## src/rtl/rng_poly_sampler.sv

```systemverilog
// Collects N random samples into one polynomial, filtering them by range (uniform or small noise).
// The finished polynomial is held until downstream accepts it.
module rng_poly_sampler #(
  parameter int Q   = 17,
  parameter int N   = 4,
  parameter int ETA = 1
) (
  input  logic                 clk,
  input  logic                 rst_n,
  input  logic                 start,
  input  logic                 mode,
  input  logic signed [31:0]   rnd_data,
  input  logic                 rnd_valid,
  output logic                 rnd_ready,
  output logic [N*$clog2(Q)-1:0] poly_data,
  output logic                 poly_valid,
  input  logic                 poly_ready,
  output logic                 busy,
  output logic [15:0]          reject_cnt
);

  localparam int CW = $clog2(Q);
  localparam int IW = (N > 1) ? $clog2(N) : 1;

  localparam logic [1:0] IDLE    = 2'd0;
  localparam logic [1:0] COLLECT = 2'd1;
  localparam logic [1:0] HOLD    = 2'd2;

  localparam logic signed [31:0] QMAX    = 32'(Q - 1);
  localparam logic signed [31:0] Q_S     = 32'(Q);
  localparam logic signed [31:0] ETA_POS = 32'(ETA);
  localparam logic signed [31:0] ETA_NEG = 32'(-ETA);
  localparam logic [IW-1:0]      LAST    = IW'(N - 1);

  logic [1:0]        state;
  logic              mode_q;
  logic [IW-1:0]     idx;
  logic [N*CW-1:0]   poly_q;
  logic [15:0]       rej_q;
  logic              accept;
  logic [CW-1:0]     coef;

  assign rnd_ready  = (state == COLLECT);
  assign poly_valid = (state == HOLD);
  assign busy       = (state != IDLE);
  assign poly_data  = poly_q;
  assign reject_cnt = rej_q;

  // Negative small-noise samples are stored in their mod-Q representation.
  always_comb begin
    accept = 1'b0;
    coef   = rnd_data[CW-1:0];
    if (mode_q) begin
      accept = (rnd_data >= ETA_NEG) && (rnd_data <= ETA_POS);
      if (rnd_data[31])
        coef = CW'(rnd_data + Q_S);
    end else begin
      accept = (rnd_data >= 32'sd0) && (rnd_data <= QMAX);
    end
  end

  always_ff @(posedge clk) begin
    if (!rst_n) begin
      state  <= IDLE;
      mode_q <= 1'b0;
      idx    <= '0;
      poly_q <= '0;
      rej_q  <= '0;
    end else begin
      case (state)
        IDLE: begin
          if (start) begin
            state  <= COLLECT;
            mode_q <= mode;
            idx    <= '0;
            rej_q  <= '0;
          end
        end
        COLLECT: begin
          if (rnd_valid) begin
            if (accept) begin
              poly_q[idx*CW +: CW] <= coef;
              idx                  <= idx + 1'b1;
              if (idx == LAST)
                state <= HOLD;
            end else if (rej_q != 16'hFFFF) begin
              rej_q <= rej_q + 16'd1;
            end
          end
        end
        HOLD: begin
          if (poly_ready)
            state <= IDLE;
        end
        default: state <= IDLE;
      endcase
    end
  end

endmodule

```

## config.mk

```make
export PLATFORM = sky130hd
export DESIGN_NAME = rng_poly_sampler
export DESIGN_NICKNAME = d
export VERILOG_FILES = /design/src/rtl/rng_poly_sampler.sv
export SDC_FILE = /design/constraint.sdc
export NUM_CORES = 1
export LEC_CHECK = 0
export ABC_AREA = 1
export BUFFER_PORTS_ARGS = -buffer_cell sky130_fd_sc_hd__buf_2
export CAP_MARGIN = 20
export CORE_ASPECT_RATIO = 1.25
export CORE_UTILIZATION = 48
export DETAILED_ROUTE_END_ITERATION = 8
export GPL_ROUTABILITY_DRIVEN = 0
export PLACE_DENSITY = 0.84
export SLEW_MARGIN = 20
export SYNTH_ARGS = -nofsm -noshare
export SYNTH_HDL_FRONTEND = slang
export SYNTH_SLANG_ARGS = --single-unit
```

## constraint.sdc

```tcl
create_clock -name clk -period 1.8 [get_ports clk]
set_input_delay 0.18 -clock clk [delete_from_list [all_inputs] [get_ports clk]]
set_output_delay 0.18 -clock clk [all_outputs]
set_load 0.005 [all_outputs]
```

==> run metrics <==
crit-path cells ha_1 > nand2_2 > nor4_4 > a31oi_4 > nand2_4 > nand2_1 > a21oi_1; router iterations before antenna repair 4; initial antenna violation count 0; diodes inserted 0; Hold Crit Class primary input to flip-flop; Die W ~72 µm; Buffers & Inverters on Critical Path 0; Area Overhead vs Synth 22.15%; worst path required time a little over 2 ns; Area contributors post-synth dfxtp_1, nand2_1, nor2_1; Syn Inst Count between 400 and 500; layout cell share with drive strength beyond 1 27.92%; asr flop ratio synth 0%; Critical Path AT ~1.9 ns; DP Worst Slack -0.08598 ns; Top delay family on crit path simple AND/OR/NAND/NOR gates; Post-Place Cell Area approximately 0.0035 mm²; CP max-delay cell dfxtp_1; #FFs+latches synth 41; crit path capture type flip-flop; final hold vios 0; num rows 31; Cell Count, Final, Fillers Out roughly 610; WS Path Type flip-flop to flip-flop; Setup violations, final 0; nature of the critical path startpoint flip-flop; I/O pin count 77; vias in the first global route approximately 3,000; final wirelength ~7.3 mm; worst stage delay on the critical path 0.35 ns; Syn Std Cell Area between 0.002 and 0.003 mm²; Syn. warnings 0; Main synth FF type dfxtp_1; pin count of the biggest net entering global routing 39; NumNets Final 577; maximum operating frequency between 0.5 and 0.6 GHz; Post-synth EDFFs 0; TritonCTS clock tree built; Final period util between 90 and 100%; Root Driver clkbuf_8; Synth area leader dfxtp_1; H-tree depth 2; Via Count roughly 3,200; Max Cap Viol 0; final worst path period need ~1.7 ns; final worst slack ~0.13 ns; Synth Net Count between 400 and 500; actual slew at the worst max-slew pin roughly 0.5 ns; static leakage ~1.6 nW; drt drc 0; Clock Sinks roughly 40; register area share after synthesis roughly 28%; first-pass GRT wire length 12.40 mm; Layout Skew 0.01113 ns; TritonCTS Buffers 5; Routed wire per std cell about 12 µm; grt ovf 0; area used by multi-input combinational logic 0.001800 mm²; peak supply drop around 0.47 mV; Die Ht 89.38 µm; clock transition at the registers of the reported paths about 0.090 ns; status complete, no violations; Slew Limit Fails 0; Max FO, Critical Path 16; Yosys cell types 33; Via density between 5 and 6; power per standard cell area ~600 mW/mm²; Inst Count DP ~600; starting density of the core 50.05%; dpl hpwl 5.514 mm; RSZ-0062 raised after global routing no; register area slightly above 800 µm²; Core ar. roughly 0.006 mm²; gr usage total 24.11%; # port buffers 76; Rel. slew slack ~66%; Avg Cell Area, Syn ~6.6 µm²; Hold WS 0.09882 ns; initial DRC count 191; final instance area about 0.0036 mm²; Fillers approximately 550; clk_lat worst skew around 0.3 ns; DIE AREA ~0.0064 mm²; post-route ant nets 0; Clock Path Buffers 2; top cell type's share of synthesized area between 20% and 30%
[cells in the final DEF (no fill, tap or decap), types with 10 or more instances in the layout]
master	instances
buf_4	18
a21oi_1	32
a21oi_2	10
dfxtp_1	41
nand3_1	32
buf_2	76
nand2_1	90
inv_1	49
xor2_1	11
nor2_1	64
nand4_1	30
ha_1	10
nand2_2	16
[cell type report]
| type | count | share of cell area (%) |
|---|---|---|
| Clock buffer | 5 | 1.922 |
| Timing Repair Buffer | 96 | 15.02 |
| Sequential cell | 41 | 22.92 |
| Clock inverter | 3 | 1.223 |
| Tap cell | 82 | 2.865 |
| Inverter | 55 | 5.765 |
| Multi-Input combinational cell | 330 | 50.28 |
[layer usage]
| layer | part of all wire [%] | wire (µm) | up-vias | global-route usage (%) |
|---|---|---|---|---|
| met5 | 0 | 0 | - | 0 |
| met4 | 3.2 | 235 | 0 | 12.30 |
| met3 | 4.4 | 324 | 25 | 3.382 |
| met2 | 51 | 3704 | 108 | 46.57 |
| met1 | 41 | 3017 | 1440 | 25.39 |
| li1 | - | - | 1610 | - |
[kinds of logic after synthesis]
group / after synthesis / share of synthesized area (%)
XOR/XNOR: 14 / 4.183
AND/OR/NAND/NOR: 257 / 42.64
buffers and inverters: 70 / 10.58
adder cells (fa/ha/maj): 10 / 4.268
AO/OA/AOI/OAI: 49 / 10.33
flip-flops: 41 / 28.00
[state kept, by name, summed over array words and instances, names as in the netlist]
| name | flops |
|---|---|
| mode_q | 1 |
| idx | 2 |
| state | 2 |
| poly_data | 20 |
| reject_cnt | 16 |
[synth_stat cells, types with 7 or more instances]
cell type and n:
ha_1 10, nor3_1 7, dfxtp_1 41, nand2_2 16
nand4_1 30, nand2_1 90, nor2_1 64, nand3_1 32
inv_1 49, a21oi_1 32, xor2_1 11, a21oi_2 10
[worst paths after layout]
check,startpoint,end,slack (ns),depth (start not counted)
hold / removal,rst_n,state[0]$_SDFFE_PN0P_,0.1,3
setup / recovery,reject_cnt[0]$_SDFFE_PN0P_,reject_cnt[2]$_SDFFE_PN0P_,0.13,7
hold reg to reg,poly_data[17]$_SDFFE_PN0P_,poly_data[17]$_SDFFE_PN0P_,0.46,2
setup reg to reg,reject_cnt[0]$_SDFFE_PN0P_,reject_cnt[2]$_SDFFE_PN0P_,0.13,7
[timing repair]
action                     CTS  global route
setup buffers                0             0
resized for setup            0             2
setup endpoints to repair    0             8
hold buffers                 0             0
[through the flow]
stage | total power, mW | TNS, ns | util [%]
CTS | 2.107 | 0 | 61.01
detailed placement | 1.350 | -1.480 | 59.09
global placement | 1.339 | -0.6675 | 59.09
floorplan | 1.217 | 0 | -
global route | 2.186 | 0 | 61.14
finish | 2.104 | 0 | 61.14
[worst reg2reg max path, stage by stage, from the launching register on]
cell and delay (ns):
dfxtp_1 0.35, ha_1 0.20, nand2_2 0.11, nor4_4 0.31, a31oi_4 0.16, nand2_4 0.25, nand2_1 0.09, a21oi_1 0.14
[power breakdown]
group          total, mW  leakage [nW]  internal, mW  switching [mW]
Sequential         0.926         0.331         0.917         0.00856
Clock              0.768        0.0585         0.416           0.352
Combinational      0.411          1.22         0.151           0.260
Total               2.10          1.61          1.48           0.620
Note: power is estimated with default switching activity, not from simulation.
